--- config.mk ---
export PLATFORM = sky130hd
export DESIGN_NAME = manch_tx_ctrl
export DESIGN_NICKNAME = d
export VERILOG_FILES = /design/src/rtl/manch_pkg.sv /design/src/rtl/manch_bit_timer.sv /design/src/rtl/manch_tx_ctrl.sv
export SDC_FILE = /design/constraint.sdc
export NUM_CORES = 1
export LEC_CHECK = 0
export CELL_PAD_IN_SITES_DETAIL_PLACEMENT = 0
export CELL_PAD_IN_SITES_GLOBAL_PLACEMENT = 1
export CORE_MARGIN = 4
export CORE_UTILIZATION = 42
export DETAILED_ROUTE_END_ITERATION = 7
export PLACE_DENSITY = 0.87
export SYNTH_ARGS = -nofsm -noshare
export SYNTH_HDL_FRONTEND = slang
export SYNTH_SLANG_ARGS = --single-unit
export TNS_END_PERCENT = 20
--- constraint.sdc ---
create_clock -name clk -period 3 [get_ports clk]
set_input_delay 0.75 -clock clk [delete_from_list [all_inputs] [get_ports clk]]
set_output_delay 0.75 -clock clk [all_outputs]
set_load 0.03 [all_outputs]
--- src/rtl/manch_pkg.sv ---
// manch_pkg: shared state encoding and default constants for the Manchester frame transmitter
package manch_pkg;
  typedef enum logic [2:0] {IDLE, PRE, PAY, PAR, END} tx_state_t;
  localparam logic [7:0] MANCH_PREAMBLE = 8'b1111_1110;
  localparam int MANCH_BIT_CLKS = 16;
endpackage

--- src/rtl/manch_bit_timer.sv ---
// manch_bit_timer: bit-period divider, one-cycle bit_tick on the last clk of each bit
module manch_bit_timer #(
  parameter int BIT_CLKS = 16
) (
  input  logic clk,
  input  logic rst,
  input  logic clear,
  output logic bit_tick
);
  localparam int CW = $clog2(BIT_CLKS);
  logic [CW-1:0] cnt;
  assign bit_tick = cnt == CW'(BIT_CLKS - 1);
  always_ff @(posedge clk)
    if (rst || clear) cnt <= '0;
    else cnt <= bit_tick ? '0 : cnt + 1'b1;
endmodule

--- src/rtl/manch_tx_ctrl.sv ---
// manch_tx_ctrl: preamble/payload/parity frame sequencer for man_mod; MANCH_TX_PARITY_EN adds an even-parity bit
module manch_tx_ctrl
  import manch_pkg::*;
#(
  parameter int DATA_W = 16,
  parameter int PRE_W = 8,
  parameter logic [PRE_W-1:0] PREAMBLE = PRE_W'(MANCH_PREAMBLE),
  parameter int BIT_CLKS = MANCH_BIT_CLKS
) (
  input  logic              clk,
  input  logic              rst,
  input  logic              start,
  input  logic              abort,
  input  logic [DATA_W-1:0] data_in,
  output logic              busy,
  output logic              done,
  output logic              enc_enable,
  output logic              enc_data
);
  localparam int MX = PRE_W > DATA_W ? PRE_W : DATA_W;
  localparam int IW = MX > 1 ? $clog2(MX) : 1;
`ifdef MANCH_TX_PARITY_EN
  localparam tx_state_t POST_PAY = PAR;
`else
  localparam tx_state_t POST_PAY = END;
`endif
  tx_state_t state, state_nx;
  logic [IW-1:0] idx, idx_nx;
  logic [DATA_W-1:0] sr, sr_nx;
  logic bit_tick, accept, active, par_bit;
  assign active = state == PRE || state == PAY || state == PAR;
  assign accept = state == IDLE && start && !abort;
  manch_bit_timer #(.BIT_CLKS(BIT_CLKS)) u_timer (
    .clk(clk),
    .rst(rst),
    .clear(accept || (active && abort)),
    .bit_tick(bit_tick)
  );
  always_ff @(posedge clk)
    if (rst) begin
      state <= IDLE;
      idx <= '0;
      sr <= '0;
    end else begin
      state <= state_nx;
      idx <= idx_nx;
      sr <= sr_nx;
    end
`ifdef MANCH_TX_PARITY_EN
  // parity is taken at latch time because the shift register is consumed during PAY
  logic par;
  always_ff @(posedge clk)
    if (rst) par <= 1'b0;
    else if (accept) par <= ^data_in;
  assign par_bit = state == PAR && par;
`else
  assign par_bit = 1'b0;
`endif
  always_comb begin
    state_nx = state;
    idx_nx = idx;
    sr_nx = sr;
    if (accept) begin
      state_nx = PRE;
      idx_nx = IW'(PRE_W - 1);
      sr_nx = data_in;
    end else if (active && abort) state_nx = IDLE;
    else if (state == END) state_nx = IDLE;
    else if (active && bit_tick) begin
      idx_nx = idx - 1'b1;
      sr_nx = state == PAY ? sr << 1 : sr;
      if (idx == '0) begin
        state_nx = state == PRE ? PAY : state == PAY ? POST_PAY : END;
        idx_nx = state == PRE ? IW'(DATA_W - 1) : '0;
      end
    end
  end
  assign busy = active;
  assign enc_enable = active;
  assign done = state == END;
  assign enc_data = state == PRE ? |(PREAMBLE & (PRE_W'(1) << idx)) :
                    state == PAY ? sr[DATA_W-1] : par_bit;
endmodule

# [Yosys cells after proc, flatten, opt, wreduce, memory -nomap -nowiden]
# Index checks and enable logic that the tools add are counted.
[totals] in_bits=20 ff_bits=27 out_inout_bits=4 word_cells=61
[classes] n_mux=19 n_addsub=2 n_reduce_logical=24 eq_ne=7 bitwise=2 n_shift=1
[op_table] operator="16-bit two-way mux" count=5
[op_table] operator="3-bit two-way mux" count=5
[op_table] operator="4-bit two-way mux" count=2
[op_table] operator="4-bit nonzero test" count=2
[op_table] operator="1-bit by 4-bit << shifter with 8-bit output (first input constant)" count=1
[op_table] operator="1-bit two-way mux" count=7
[op_table] operator="7-bit OR reduction" count=1
[op_table] operator="3-bit by 2-bit equality test with 1-bit output (second input constant)" count=2
[op_table] operator="3-bit AND reduction" count=2
[op_table] operator="4-bit by 1-bit adder with 4-bit output (second input constant)" count=1
[op_table] operator="4-bit equality test (second input constant)" count=1
[op_table] operator="1-bit logical AND" count=4
[op_table] operator="4-bit zero test" count=1
[op_table] operator="1-bit logical OR" count=4
[op_table] operator="2-bit AND reduction" count=2
[op_table] operator="4-bit AND reduction" count=1
[op_table] operator="2-bit nonzero test" count=2
[op_table] operator="2-bit OR reduction" count=2
[op_table] operator="4-bit OR reduction" count=1
[op_table] operator="4-bit by 1-bit subtractor with 4-bit output (second input constant)" count=1
[op_table] operator="3-bit by 1-bit equality test with 1-bit output (second input constant)" count=1
[op_table] operator="3-bit equality test (second input constant)" count=1
[op_table] operator="3-bit zero test" count=1
[op_table] operator="2-bit by 1-bit != test with 1-bit output (second input constant)" count=1
[op_table] operator="other kinds (3)" count=4

# [Depth between registers and ports, before layout]
# Gate-level depths: netlist of run 1.
[depth] depth_word=8 depth_mapped=7 depth_no_buf=6

# [Modules after synthesis]
# From an unflattened synthesis of run 1, not the netlist that was laid out.
[hier_totals] cells_unflattened=172 area_unflattened_um2=1461.4
[modules_own_cells] module="manch_tx_ctrl" area_each_um2=1303.8 cells_each=156 seq_area_each_um2=460.4 n_inst=1
[modules_own_cells] module="manch_bit_timer" area_each_um2=157.7 cells_each=16 seq_area_each_um2=80.1 n_inst=1

# [Worst setup path after synthesis of run 1]
# No wires, ideal clock.
[synth_timing] path_kind="reg-to-output" startpoint="register idx[0]" endpoint="output enc_data" n_path_buf=0 slack_ns=0.886 path_stages_with_launch=7 arrival_ns=1.364 required_time_ns=2.250 path_cell_list="dfxtp_1 -> inv_1 -> ha_1 -> a2111oi_0 -> nor2_1 -> a21oi_1 -> nor2_1"
[synth_via] elab_chain_len=3
[synth_lines] item="start, declared" line_no="manch_tx_ctrl.sv:28" text="logic [IW-1:0] idx, idx_nx;"
[synth_lines] item="start signal, assigned" line_no="manch_tx_ctrl.sv:46" text="idx <= idx_nx;"
[synth_lines] item="1-bit by 4-bit << shifter with 8-bit output" line_no="manch_tx_ctrl.sv:81" text="assign enc_data = state == PRE ? |(PREAMBLE & (PRE_W'(1) << idx)) :"
[synth_lines] item="7-bit OR reduction" line_no="manch_tx_ctrl.sv:81"
[synth_lines] item="1-bit two-way mux" line_no="manch_tx_ctrl.sv:81"
[synth_lines] item="end, declared" line_no="manch_tx_ctrl.sv:18" text="output logic enc_data"
# Every way passes these cells.

# [Worst setup path after layout of run 1]
# Same ends and word-level chain as after synthesis.

==> flow_summary.yaml, run 1 <==
status:
  status: "completed"
timing:
  tightest_slew_ns: 0.458
  period_minus_slack_ns: 2.83
  max_slew_margin: 0.694
  rsz0062_at_grt: "no"
  skew_ns: 0.00740
  setup_violations: 0
  tns_ns: 0
  slew_violations: 0
  finalHoldViolations: 0
  finalCritPeriodShare: 0.944
  hold_ws_ns: 0.504
  clock.fmax_ghz: 0.353
routing:
  wl_met2_um: 1520
  met1_length_um: 1420
  ant_nets: 0
  post_drt_wl_per_cell_um: 13.0
  drcViolationCount: 0
  vias_per_cell: 5.32
  dr.max_layer_used: "met4"
  drt_iter0_drc: 90
  num_vias: 1260
  postRouteWirelength_um: 3070
  dr.pass1.iters: 4
  wl_met3_um: 118
finish:
  final_util: 0.531
  drive_gt1_frac: 0.157
  final_area_sq_mm: 0.00178
  syn2layout_area_growth_pct: 20.2
  antenna_cells: 0
  nNetsFinal: 218
floorplan:
  pin_count: 24
  fp.dieW_um: 67.4
  die_h_um: 67.4
  dieArea_sq_mm: 0.00455
  core_area_sq_mm: 0.00336
  initial_core_util: 0.441
  rows: 21
clock_tree:
  clkSinkCount: 27
  clockBufferDepth: 2
  cts_tree: "yes"
  postCtsSetupRepairBufs: 0
  clock_latency_ns: 0.32
  cts_root_buffer: "clkbuf_4"
  htree_levels: 1
  path_clk_slew_ns: 0.14
  cts-buffers-inserted: 3
critical_path:
  cp_slowest_stage_delay_ns: 0.41
  crit_cells: 7
  slowest_stage: "dfxtp_1"
  endpoint: "enc_data"
  critPathCaptureType: "output port"
  cp-startpoint: "idx[0]"
  required_ns: 2.25
  cp_top_family: "compound AO/OA/AOI/OAI gates"
  cp_common_cell: "nor2_1"
  worstPathCellList: "inv_1 -> ha_1 -> a2111oi_2 -> nor2_1 -> a21oi_1 -> nor2_1 -> dlygate4sd2_1"
  r2r_cells: 6
  cp_max_fo: 5
  worst-path-buf-inv: 2
  worstPathArrival_ns: 2.08
  r2r_end: "idx[0]"
  reg2reg_setup_slack_ns: 0.93
  r2r-start: "idx[0]"
  worstSetupPathType: "reg2out"
  critPathLaunchType: "flop"
yosys:
  netlist_area_sq_mm: 0.00148
  avgSynthCellArea_sq_um: 8.68
  ys_ff_latch: 27
  syn_nets: 197
  synthesis.instances: 171
  synth-seq-area-share: 0.364
  synth.distinct_cells: 38
  yosys_warnings: 0
global_route:
  grt_overflow: 0
  grt_pass1_vias: 1224
  grt_max_degree: 32
  antenna_found_initial: 0
  grt_pass1_wl_um: 5150
  track_usage: 0.145
power:
  p_switching_mw: 0.202
  power.density_mw_per_mm2: 400
  p_leak_nw: 0.603
  totalPowerFinal_mw: 0.713
  sw_frac_of_total: 0.283
  power_frac_seq: 0.555
  ir_drop_v: 0.000173
  power_frac_clock: 0.216
  p_int_mw: 0.511
  comb_power_share: 0.229
hold_path:
  hold_class: "reg2reg"
place:
  place_hpwl_um: 2300
  placed_area_sq_mm: 0.00175
  numPortBuffers: 23
  gp_congestion: 0.817
run:
  maxCapViolations: 0
state kept, by name (all words and copies together) (netlist names):
signal / flops
u_timer.cnt: 4
state: 3
sr: 16
idx: 4
layout by cell type (no fill, tap or decap), types with 2 or more instances in the layout:
cell type,Yosys,layout
buf_4,3,3
clkdlybuf4s50_1,0,22
dfxtp_1,27,27
nand2b_1,3,3
inv_1,5,5
ha_1,6,6
a311oi_2,15,15
o32ai_1,2,2
o21ai_0,4,4
a221oi_1,2,2
nand3_1,2,2
nand2_1,35,35
a31oi_1,2,2
clkbuf_4,0,3
or3b_2,3,3
nor3_1,2,2
nor2_1,27,27
a21oi_1,6,6
synth_stat cells:
library cell   n  share of area
a211oi_1       1         0.0051
nand3b_1       1         0.0051
or2_2          1         0.0042
buf_4          3          0.015
xnor2_1        1         0.0059
and2_1         1         0.0042
a311oi_2      15           0.15
clkbuf_1       6          0.015
a2111oi_0      1         0.0059
a21boi_0       1         0.0051
nor2_1        27          0.068
ha_1           6          0.051
nand3_1        2         0.0067
or4b_4         1         0.0093
or3_1          1         0.0042
nand2b_1       3          0.013
nor4_1         1         0.0042
o2bb2a_1       1         0.0067
a221oi_1       2          0.012
a31oi_1        2         0.0084
and3_1         1         0.0042
nand2_1       35          0.089
o22ai_1        1         0.0042
buf_2          1         0.0034
mux2i_1        1         0.0067
or3b_2         3          0.018
a21oi_1        6          0.020
nor3_1         2         0.0067
or4b_1         1         0.0067
o21ai_0        4          0.013
buf_6          1         0.0076
inv_1          5          0.013
o32ai_1        2          0.012
nor2b_1        1         0.0042
dfxtp_1       27           0.36
nand4b_1       1         0.0059
o22ai_4        1          0.013
nor2_4         1         0.0076
logic make-up after synthesis:
family | share of synthesized area
flops | 0.364
fa+ha+maj | 0.0506
mux | 0.00675
simple gates | 0.261
buf+inv | 0.0540
xor+xnor | 0.00590
compound gates | 0.258
how the worst min path moves through the flow:
stage,start,to,slack (ns),depth (start not counted)
floorplan,u_timer.cnt[0],u_timer.cnt[0],0.45,1
global placement,u_timer.cnt[0],u_timer.cnt[0],0.47,1
detailed placement,u_timer.cnt[0],u_timer.cnt[0],0.49,1
CTS,u_timer.cnt[0],u_timer.cnt[0],0.51,1
global route,u_timer.cnt[3],u_timer.cnt[3],0.54,2
finish,u_timer.cnt[0],u_timer.cnt[0],0.50,1
power by group through the flow:
stage	clock (mW)	sequential (mW)	combinational, mW
final	0.154	0.396	0.163
after global routing	0.172	0.399	0.181
after CTS	0.163	0.395	0.161
after detailed placement	0	0.403	0.161
after global placement	0	0.402	0.157
after floorplan	0	0.399	0.113
metrics by stage:
step	worst slack [ns]	std cells
final	0.167	237
after global routing	0.0212	237
after floorplan	0.886	171
after CTS	0.0763	237
after global placement	0.307	233
after detailed placement	0.205	233
per-layer routing:
layer	vias to the layer above	track usage
met5	-	0
met4	0	0.0430
met3	2	0.0266
met2	21	0.265
met1	592	0.170
li1	645	-
area by class of cell:
type	instances	area, sq um
inverters	5	18.8
clock buffers	4	26.3
fillers	337	1580
multi-input cells	128	870
well taps	46	57.6
repair buffers	27	272
flip-flops and latches	27	541
timing repair:
item / CTS / global route
endpoints found under the setup margin: 1 / 1
gates resized for setup: 1 / 2
hold buffers: 0 / 0
pin swaps: 0 / 0
No activity file was read; power rests on OpenSTA's default activity.
==> run 2: changes to the inputs <==
ABC_AREA = 1   (was unset)
CORE_MARGIN = 2   (was 4)
CORE_UTILIZATION = 40   (was 42)
PLACE_DENSITY = 0.82   (was 0.87)
==> run 2 against run 1 <==
Effect of this change: synthesized cell count rose by 48%; cell count rose by 36%; synthesized area rose by 7.8%; flip-flop and latch count did not move; critical path type unchanged; maximum frequency rose by 2.0%; largest power group unchanged; via count rose by 12%; critical path depth did not move.
==> flow_summary.yaml, run 2 <==
routing:
  postRouteWirelength_um: 2950
  drcViolationCount: 0
  drt_iter0_drc: 87
  dr.pass1.iters: 4
  num_vias: 1407
  ant_nets: 0
  vias_per_cell: 4.37
  post_drt_wl_per_cell_um: 9.15
yosys:
  synthTopCellsByCount: "nand2_1, inv_1, nor2_1, dfxtp_1, o21ai_1"
  ys_ff_latch: 27
  synth_fa_ha_area_frac: 0.0469
  yosys.area_share.xor_xnor: 0.0110
  synth_mux_area_frac: 0
  synthArstFlopShare: 0
  synth_top_flop_cell: "dfxtp_1"
  synth_top_area_cell: "dfxtp_1"
  yosys_warnings: 0
  synth_most_common_cell: "nand2_1"
  synth_top_area_frac: 0.338
  synth_top_family_by_area: "simple AND/OR/NAND/NOR gates"
  synth_edf_count: 0
  synthesis.instances: 253
  synth.distinct_cells: 22
  netlist_area_sq_mm: 0.00160
  synth_compound_area_frac: 0.0751
  avgSynthCellArea_sq_um: 6.32
  synth-seq-area-share: 0.338
  synthSimpleGateAreaFrac: 0.358
  synth_area_leaders: "dfxtp_1, nand2_1, inv_1"
  syn_nets: 279
floorplan:
  rows: 22
  dieArea_sq_mm: 0.00452
  pin_count: 24
  fp.dieW_um: 67.2
  initial_core_util: 0.427
  core_area_sq_mm: 0.00374
  die_h_um: 67.2
finish:
  top_regs: "sr (16), idx (4), u_timer.cnt (4)"
  nNetsFinal: 301
  top_register: "sr"
  nFillCells: 431
  layout_commonest_cell: "nand2_1"
  syn2layout_area_growth_pct: 17.4
  final-seq-area_sq_um: 541
  drive_gt1_frac: 0.0584
  multi_input_area_sq_um: 786
  layout_common_cells: "nand2_1, inv_1, nor2_1, dfxtp_1, clkdlybuf4s50_1"
  antenna_cells: 0
  largest_reg_flops: 16
timing:
  max_slew_margin: 0.748
  rsz0062_at_grt: "no"
  setup_violations: 0
  slew_violations: 0
  tightest_slew_ns: 0.375
  hold_ws_ns: 0.446
  tns_ns: 0
  clock.fmax_ghz: 0.360
  period_minus_slack_ns: 2.78
  finalCritPeriodShare: 0.925
  skew_ns: 0.00320
  finalHoldViolations: 0
clock_tree:
  cts_resized: 0
  cts-buffers-inserted: 3
  path_clk_slew_ns: 0.09
  ctsHoldBuffers: 0
  htree_levels: 1
  postCtsSetupRepairBufs: 0
  cts_tree: "yes"
  cts_root_buffer: "clkbuf_8"
  clkSinkCount: 27
  clock_latency_ns: 0.27
  clockBufferDepth: 2
global_route:
  grt_overflow: 0
  grt_pass1_wl_um: 5210
  grt_pass1_vias: 1215
  track_usage: 0.148
  antenna_found_initial: 0
  grt_max_degree: 32
hold_path:
  hold_class: "reg2reg"
  min_path_cells: 1
run:
  maxCapViolations: 0
place:
  place_hpwl_um: 2130
  numPortBuffers: 23
  gp_congestion: 0.780
critical_path:
  critPathCaptureType: "output port"
  worstPathArrival_ns: 2.03
  reg2reg_setup_slack_ns: 1.36
  cp-startpoint: "idx[0]"
  endpoint: "enc_data"
  worstSetupPathType: "reg2out"
  r2r_cells: 9
  r2r-start: "idx[0]"
  critPathLaunchType: "flop"
  r2r_end: "state[1]"
  required_ns: 2.25
  cp_max_fo: 6
power:
  ir_drop_v: 0.000225
  p_leak_nw: 0.990
  power.density_mw_per_mm2: 390
status:
  status: "completed"
-- run 2: routing by layer --
layer,part of all wire,wire length [um],up-vias,track usage
li1,-,-,797,-
met1,0.52,1530,588,0.190
met2,0.43,1280,18,0.250
met3,0.037,109,4,0.0350
met4,0.0092,27,0,0.0383
met5,0,0,-,0
-- run 2: how the worst min path moves through the flow --
stage                         from        endpoint  slack (ns)
floorplan           u_timer.cnt[0]  u_timer.cnt[0]        0.42
global placement    u_timer.cnt[0]  u_timer.cnt[0]        0.43
detailed placement  u_timer.cnt[0]  u_timer.cnt[0]        0.44
CTS                 u_timer.cnt[0]  u_timer.cnt[0]        0.45
global route        u_timer.cnt[0]  u_timer.cnt[0]        0.47
finish              u_timer.cnt[0]  u_timer.cnt[0]        0.45
-- run 2: per-stage QoR --
| stage | cell area (sq um) | util | std cells | power (mW) | setup slack (ns) |
|---|---|---|---|---|---|
| 2_1_floorplan | 1600 | - | 253 | 0.492 | 1.01 |
| 3_3_place_gp | 1830 | 0.489 | 318 | 0.535 | 0.505 |
| 3_5_place_dp | 1830 | 0.489 | 318 | 0.535 | 0.508 |
| 4_1_cts | 1880 | 0.501 | 322 | 0.746 | 0.194 |
| 5_1_grt | 1880 | 0.501 | 322 | 0.778 | 0.0814 |
| 6_report | 1880 | 0.501 | 322 | 0.732 | 0.224 |
-- run 2: final cells by class --
cell class	count	area share
multi-input cells	167	0.419
flip-flops and latches	27	0.288
repair buffers	27	0.139
inverters	49	0.0980
well taps	48	0.0320
clock buffers	3	0.0220
clock inverters	1	0.00267
-- run 2: critical path: stages, from the launching register on --
cell,delay (ns)
dfxtp_1,0.39
inv_1,0.13
ha_1,0.21
nor3_1,0.19
nand2_1,0.09
nand3_1,0.07
o21ai_0,0.08
clkdlybuf4s50_1,0.60
-- run 2: report_power, final --
part	total, mW	switching (mW)	internal (mW)
Sequential	0.381	0.00926	0.372
Clock	0.206	0.113	0.0931
Combinational	0.145	0.0805	0.0643
Total	0.732	0.203	0.530
-- run 2: logic make-up (layout without fill, tap and decap cells) --
family                     Yosys count  after routing
buffers and inverters               59             80
and+or+nand+nor                    136            136
AOI/OAI and AO/OA                   23             23
adders and majority gates            6              6
DFF                                 27             27
xor gates and xnor gates             2              2
==> run 3: changes to the inputs <==
PLACE_DENSITY = unset   (was 0.82)
PLACE_DENSITY_LB_ADDON = 0.05   (was unset)
==> run 3 against run 2 <==
Effect of this change: first-iteration DRC count decreased by 9.2%; critical endpoint unchanged; cell count unchanged; highest routed layer unchanged; critical path depth unchanged; largest power group unchanged; die area unchanged; combinational power about the same; worst hold slack improved by 0.0043 ns; non-clock buffer count unchanged; clock skew increased by 0.0083 ns; sequential share of layout area unchanged.
==> flow_summary.yaml, run 3 (synthesized netlist as in run 2, its figures left out) <==
place:
  post-place-ws_ns: 0.546
  gp_congestion: 0.828
  dp_cells: 318
  numPortBuffers: 23
  place_hpwl_um: 2070
timing:
  finalCritPeriodShare: 0.909
  slew_violations: 0
  period_minus_slack_ns: 2.73
  tightest_slew_ns: 0.499
  hold_ws_ns: 0.450
  setup_violations: 0
  rsz0062_at_grt: "no"
  setup_slack_ns: 0.274
  max_slew_margin: 0.667
  clock.fmax_ghz: 0.367
  skew_ns: 0.0115
  finalHoldViolations: 0
  tns_ns: 0
critical_path:
  slowest_stage: "clkdlybuf4s50_1"
  cp_max_fo: 6
  worstPathArrival_ns: 1.98
  required_ns: 2.25
  critPathCaptureType: "output port"
  cp_slowest_stage_delay_ns: 0.59
  worstPathCellList: "inv_1 -> ha_1 -> nor3_1 -> nand2_1 -> nand3_1 -> o21ai_0 -> clkdlybuf4s50_1"
  worstSetupPathType: "reg2out"
  critPathLaunchType: "flop"
run:
  maxCapViolations: 0
floorplan:
  rows: 22
  initial_core_util: 0.427
  pin_count: 24
  dieArea_sq_mm: 0.00452
  core_area_sq_mm: 0.00374
  fp.dieW_um: 67.2
  die_h_um: 67.2
finish:
  layout_common_cells: "nand2_1, inv_1, nor2_1, dfxtp_1, clkdlybuf4s50_1"
  drive_gt1_frac: 0.0584
  nNetsFinal: 301
  layout_commonest_cell: "nand2_1"
  stdcell_count: 322
  antenna_cells: 0
  top_register: "sr"
  syn2layout_area_growth_pct: 17.4
  largest_reg_flops: 16
  top_regs: "sr (16), idx (4), u_timer.cnt (4)"
global_route:
  grt_max_degree: 32
  grt_pass1_wl_um: 5140
  grt_pass1_vias: 1273
  track_usage: 0.145
  grt_overflow: 0
  antenna_found_initial: 0
routing:
  ant_nets: 0
  num_vias: 1377
  post_drt_wl_per_cell_um: 8.95
  dr.max_layer_used: "met4"
  drcViolationCount: 0
  wl_met2_um: 1260
  wl_met3_um: 73
  dr.pass1.iters: 4
  drt_iter0_drc: 79
  met1_length_um: 1520
  postRouteWirelength_um: 2880
  vias_per_cell: 4.28
power:
  power_frac_seq: 0.520
  p_switching_mw: 0.204
  power.density_mw_per_mm2: 391
  ir_drop_v: 0.000202
  sw_frac_of_total: 0.278
  p_leak_nw: 0.990
  p_int_mw: 0.529
  power_frac_clock: 0.285
  comb_power_share: 0.196
clock_tree:
  cts_root_buffer: "clkbuf_8"
  path_clk_slew_ns: 0.09
  ctsHoldBuffers: 0
  cts-buffers-inserted: 3
  cts_tree: "yes"
  postCtsSetupRepairBufs: 0
  cts_resized: 0
  clock_latency_ns: 0.27
  htree_levels: 1
  clockBufferDepth: 2
  clkSinkCount: 27
hold_path:
  hold_class: "reg2reg"
status:
  status: "completed"
## run 3: cell counts in the layout (fill, tap and decap cells not counted)
No cell type changed its count.
## run 3: final cells by class
cell class,instances,area [sq um]
sequential,27,541
clock inverter,1,5.00
clock buffer,3,41.3
inverter,49,184
timing repair buffer,27,260
multi-input combinational,167,786
tap,48,60.1
fill,419,1870
## run 3: worst paths after layout
path	start	endpoint	slack, ns	cells after the start
setup / recovery	idx[0]	enc_data	0.27	7
hold / removal	u_timer.cnt[0]	u_timer.cnt[0]	0.45	1
setup reg to reg	idx[0]	state[1]	1.37	9
hold reg to reg	u_timer.cnt[0]	u_timer.cnt[0]	0.45	1
## run 3: per-layer routing
layer | up-vias | GRT usage
met1 | 565 | 0.191
met3 | 2 | 0.0250
met5 | - | 0
li1 | 798 | -
met4 | 0 | 0.0459
met2 | 12 | 0.240
## run 3: stage by stage
| step | area, sq um | utilization | total power, mW |
|---|---|---|---|
| after CTS | 1880 | 0.501 | 0.745 |
| after floorplan | 1600 | - | 0.492 |
| final | 1880 | 0.501 | 0.734 |
| after global placement | 1830 | 0.489 | 0.536 |
| after global routing | 1880 | 0.501 | 0.777 |
| after detailed placement | 1830 | 0.489 | 0.535 |
## run 3: worst max-delay path: cells and delay by family (launching register included)
family,cells,cell delay (ns)
compound gates,1,0.08
fa+ha+maj,1,0.21
buf+inv,2,0.72
flops,1,0.39
simple gates,3,0.30
## run 3: power groups by stage
| stage | Clock [mW] | Sequential, mW | Combinational (mW) |
|---|---|---|---|
| 3_5_place_dp | 0 | 0.390 | 0.145 |
| 3_3_place_gp | 0 | 0.390 | 0.146 |
| 2_1_floorplan | 0 | 0.388 | 0.104 |
| 5_1_grt | 0.227 | 0.383 | 0.167 |
| 4_1_cts | 0.218 | 0.381 | 0.146 |
| 6_report | 0.209 | 0.381 | 0.143 |
==> variant 1, RTL diff (config.mk and constraints of run 3) <==
Change the parameter `DATA_W` from 16 to 8.
--- a/src/rtl/manch_tx_ctrl.sv
+++ b/src/rtl/manch_tx_ctrl.sv
@@ -2,7 +2,7 @@
 module manch_tx_ctrl
   import manch_pkg::*;
 #(
-  parameter int DATA_W = 16,
+  parameter int DATA_W = 8,
   parameter int PRE_W = 8,
   parameter logic [PRE_W-1:0] PREAMBLE = PRE_W'(MANCH_PREAMBLE),
   parameter int BIT_CLKS = MANCH_BIT_CLKS
Ports: changed (resized data_in); port bits go from 24 to 16. The function was not compared with the original's and may differ.
==> variant 1 against run 3 <==
Via count down 35%. Synthesized area down 35%. Design area down 35%. Routed wire length down 35%. Non-clock buffer count down 12. Fmax down 0.35%. Total power down 31%. Global-route usage down 0.11 points. Worst setup slack worse by 0.0096 ns. Sequential cell count down 9. Utilization down 0.49 points. Synthesized cell count down 43%. Largest power group unchanged. Highest routed layer unchanged.
==> variant 1: results (changes against run 3) <==
outcome - finished, final reports clean
vias in the first global route - 733 (-42%)
Hold Path Class - flip-flop to flip-flop
share of cells above drive strength 1 - 10.00% (+4.2 points)
Bufs on Longest Clock Path - 2 (unchanged)
dpl ws - 0.5792 ns (+0.03331 ns)
CP Max Fanout - 4 (-2)
leading post-synthesis cells by instance count - nand2_1 (36), nor2_1 (27), dfxtp_1 (18)
Starting DRT DRC Count - 5 (-94%)
H-Tree Depth - 1 (unchanged)
largest net degree at the start of global routing - 16 (-50%)
First-pass DRT Iterations - 3 (-1)
Final HPWL DP - 1395 um (-33%)
largest cells by area after synthesis - dfxtp_1 (35%), nand2_1 (13%), nor2_1 (9.8%)
Num CTS Buffers - 3 (unchanged)
sequential-to-total area share from yosys stat - 34.82% (+1.0 points)
vias per cell - 4.684 (+9.5%)
Post-Syn Nets - 163 (-42%)
first-pass GRT wire length - 3015 um (-41%)
total gr overflow - 0 (unchanged)
Distinct cells, synth - 22 (unchanged)
clk_lat worst skew - 0.29 ns (+0.02 ns)
max_slew headroom - 69.52% (+2.8 points)
Max VDD drop - 409.5 uV (+100%)
initial antenna violation count - 0 (unchanged)
Yosys warnings - 0 (unchanged)
clock skew - 0.004381 ns (-0.007085 ns)
number of diodes - 0 (unchanged)
Leakage - 0.5770 nW (-42%)
layout filler cell count - 255 (-39%)
biggest regs - sr: 8 flops, u_timer.cnt: 4 flops
WP data arrival - 1.99 ns
global placement routability congestion - 0.8163 (-1.4%)
post-cts resize count - 0 (unchanged)
GRT Resource Usage Total - 14.37% (-0.11 points)
final net count - 179 (-41%)
CTS clk-pin slew, worst paths - 0.10 ns
I/O Buffers - 15 (-35%)
async set-or-reset flop fraction in the synthesized netlist - 0% (unchanged)
Root Driver - clkbuf_4
Post-Route WL - 1880 um (-35%)
## variant 1: changes by cell type in the layout (fill, tap and decap cells not counted), sizes merged, moves of 4 or more
cell and delta:
dfxtp -9, o21ai -10, nor2 -19, clkdlybuf4s50 -8
nand2 -28, buf -4, inv -31
## variant 1: final timing paths
kind | from | to | slack [ns] | depth (start not counted)
setup reg to reg | idx[0] | idx[2] | 1.55 | 7
setup / recovery | state[0] | enc_data | 0.26 | 5
hold reg to reg | u_timer.cnt[0] | u_timer.cnt[0] | 0.46 | 1
hold / removal | u_timer.cnt[0] | u_timer.cnt[0] | 0.46 | 1
## variant 1: per-layer routing
layer  up-vias  GRT usage (%)  routed length (um)
met1       392          15.78                 879
li1        486              -                   -
met2        10          25.40                 913
met3         2          5.738                  74
met5         -              0                   0
met4         0          3.750                  13
## variant 1: through the flow
step,cell area (um2),cells
detailed placement,1182,186
global placement,1182,186
floorplan,1035,145
global route,1219,190
CTS,1219,190
finish,1219,190
## variant 1: cells by family after synthesis
family	count (synthesis)	synth area share (%)
AO/OA/AOI/OAI	12	6.529
XOR/XNOR	2	1.693
adder cells (fa/ha/maj)	6	7.255
buffers and inverters	22	10.40
flip-flops	18	34.83
AND/OR/NAND/NOR	85	39.30
## variant 1: critical path, cell delays in order, from the launching register on
cell,delay [ns]
dfxtp_1,0.41
inv_1,0.07
nor3_1,0.36
nand2_1,0.09
o21ai_0,0.08
clkdlybuf4s50_1,0.69
## variant 1: final cells by class
class	instances	area, um2	share of cell area [%]
well taps	30	37.54	3.080
multi-input cells	105	566.8	46.51
inverters	18	67.56	5.544
repair buffers	15	150.1	12.32
clock buffers	4	36.28	2.977
flip-flops and latches	18	360.3	29.57
## variant 1: report_power, final
| group | switching, mW | internal [mW] |
|---|---|---|
| logic | 0.0576 | 0.0442 |
| registers | 0.00681 | 0.250 |
| clock network | 0.0747 | 0.0740 |
| total | 0.139 | 0.368 |
==> variant 2, RTL diff (settings of run 3) <==
Without the edit above. Add an input register stage for `start` and `abort`, with the module's reset; this delays them by one clock. The other inputs are not delayed to match.
--- a/src/rtl/manch_tx_ctrl.sv
+++ b/src/rtl/manch_tx_ctrl.sv
@@ -19,6 +19,19 @@
 );
   localparam int MX = PRE_W > DATA_W ? PRE_W : DATA_W;
   localparam int IW = MX > 1 ? $clog2(MX) : 1;
+
+  logic start_q;
+  logic abort_q;
+
+  always_ff @(posedge clk) begin
+    if (rst) begin
+      start_q <= '0;
+      abort_q <= '0;
+    end else begin
+      start_q <= start;
+      abort_q <= abort;
+    end
+  end
 `ifdef MANCH_TX_PARITY_EN
   localparam tx_state_t POST_PAY = PAR;
 `else
@@ -29,11 +42,11 @@
   logic [DATA_W-1:0] sr, sr_nx;
   logic bit_tick, accept, active, par_bit;
   assign active = state == PRE || state == PAY || state == PAR;
-  assign accept = state == IDLE && start && !abort;
+  assign accept = state == IDLE && start_q && !abort_q;
   manch_bit_timer #(.BIT_CLKS(BIT_CLKS)) u_timer (
     .clk(clk),
     .rst(rst),
-    .clear(accept || (active && abort)),
+    .clear(accept || (active && abort_q)),
     .bit_tick(bit_tick)
   );
   always_ff @(posedge clk)
@@ -64,7 +77,7 @@
       state_nx = PRE;
       idx_nx = IW'(PRE_W - 1);
       sr_nx = data_in;
-    end else if (active && abort) state_nx = IDLE;
+    end else if (active && abort_q) state_nx = IDLE;
     else if (state == END) state_nx = IDLE;
     else if (active && bit_tick) begin
       idx_nx = idx - 1'b1;
Check against the original RTL: not equivalent (Yosys sat finds a counterexample within 4 cycles, from zero or initial values and one cycle with rst high).
==> variant 2 against run 3 <==
Design area grew 5.6%. Register-to-register slack lost 0.03 ns. Worst setup slack lost 0.013 ns. Total power grew 16%. Sequential cell count grew 2. Combinational power shrank 6%. Global-route usage grew 0.66 points. Routed wire length grew 7.4%. Synthesized area grew 5.3%. Critical endpoint unchanged. Largest cell class unchanged. Largest power group unchanged. Highest routed layer unchanged.
==> variant 2: results (changes against run 3) <==
biggest regs - sr: 16 flops, idx: 4 flops, u_timer.cnt: 4 flops
Vias - 1,434 (+4.1%)
Hold Buf Count CTS - 0 (unchanged)
H-Tree Depth - 2 (+1)
Hold Path Class - flip-flop to flip-flop
max reg flops - 16 (unchanged)
Final HPWL DP - 2195 um (+5.9%)
final net count - 306 (+1.7%)
Yosys warnings - 0 (unchanged)
worst reg-to-reg setup slack - 1.34 ns (-0.03 ns)
sequential-to-total area share from yosys stat - 34.47% (+0.67 points)
M1 GR Usage - 19.56% (+0.44 points)
First-pass DRT Iterations - 4 (unchanged)
Distinct cells, synth - 26 (+18%)
clk_lat worst skew - 0.28 ns
startpoint types - flip-flop
async set-or-reset flop fraction in the synthesized netlist - 0% (unchanged)
number of diodes - 0 (unchanged)
Leakage - 1.063 nW (+7.3%)
met2 Usage GRT - 23.80% (-0.21 points)
max incr delay on CP - 0.59 ns (about the same)
Switching Power - 233.4 uW (+14%)
largest cells by area after synthesis - dfxtp_1 (34%), nand2_1 (15%), nor2_1 (12%)
CP Max Fanout - 6 (unchanged)
vias in the first global route - 1,247 (-2.0%)
Root Driver - clkbuf_8
Max VDD drop - 264.8 uV (+31%)
Starting DRT DRC Count - 70 (-11%)
initial antenna violation count - 0 (unchanged)
first-pass GRT wire length - 5285 um (+2.8%)
leading post-synthesis cells by instance count - nand2_1 (66), nor2_1 (52), inv_1 (49)
CTS clk-pin slew, worst paths - 0.07 ns (-0.02 ns)
Post-Syn Nets - 284 (+1.8%)
worst hold margin - 0.4449 ns (-0.005136 ns)
post-cts resize count - 0 (unchanged)
clock skew - 0.006493 ns (-0.004973 ns)
Crit-path slowest cell - clkdlybuf4s50_1
leading area contributor after synthesis - dfxtp_1
WP data arrival - 1.99 ns
DP Area - 1899 um2 (+3.8%)
largest net degree at the start of global routing - 33 (+3.1%)
Post-synth top flop - dfxtp_1
post-CTS repair timing setup buffer count - 0 (unchanged)
GRT Resource Usage Total - 15.15% (+0.66 points)
largest delay contributor family on the critical path - buffers and inverters
outcome - finished, final reports clean
global placement routability congestion - 0.6987 (-16%)
I/O Buffers - 23 (unchanged)
Avg WL per Cell - 9.353 um (+4.5%)
Num CTS Buffers - 5 (+2)
GR Layer Usage met3 - 3.896% (+1.4 points)
share of cells above drive strength 1 - 8.185% (+2.3 points)
worst-margin pin slew - 0.3911 ns (-0.1080 ns)
Bufs on Longest Clock Path - 2 (unchanged)
[variant 2: cell families after synthesis]
family,count (synthesis),synth area share (%)
fa+ha+maj,6,4.458
compound gates,23,8.395
flops,29,34.47
buf+inv,60,16.64
xor+xnor,2,1.040
simple gates,138,34.99
[variant 2: area by class of cell]
cell class	instances	area, um2
fillers	435	2047
multi-input cells	169	823.3
flip-flops and latches	29	580.6
repair buffers	25	245.2
inverters	50	187.7
clock buffers	6	72.57
well taps	50	62.56
clock inverters	2	10.01
[variant 2: per-layer routing]
layer	wire [um]	part of all wire (%)	vias to the layer above
met1	1570	51	604
met2	1386	45	16
li1	-	-	810
met3	96	3.1	4
met4	44	1.4	0
met5	0	0	-
[variant 2: power groups by stage]
| stage | clock network (mW) | registers (mW) | logic, mW |
|---|---|---|---|
| 2_1_floorplan | 0 | 0.414 | 0.0975 |
| 3_3_place_gp | 0 | 0.416 | 0.135 |
| 3_5_place_dp | 0 | 0.417 | 0.135 |
| 4_1_cts | 0.323 | 0.408 | 0.136 |
| 5_1_grt | 0.338 | 0.410 | 0.153 |
| 6_report | 0.312 | 0.408 | 0.134 |
[variant 2: final timing paths]
check / startpoint / end / cells after the start
max: idx[0] / enc_data / 7
min: u_timer.cnt[0] / u_timer.cnt[0] / 1
max reg2reg: state[1] / sr[6] / 7
min reg2reg: u_timer.cnt[0] / u_timer.cnt[0] / 1
[variant 2: per-stage QoR]
step | utilization [%] | worst slack (ns) | std cells | power (mW)
finish | 49.19 | 0.2608 | 331 | 0.8531
floorplan | - | 1.013 | 258 | 0.5120
CTS | 49.19 | 0.2555 | 331 | 0.8665
global route | 49.19 | 0.1559 | 331 | 0.9003
detailed placement | 47.14 | 0.5671 | 323 | 0.5520
global placement | 47.14 | 0.5935 | 323 | 0.5513
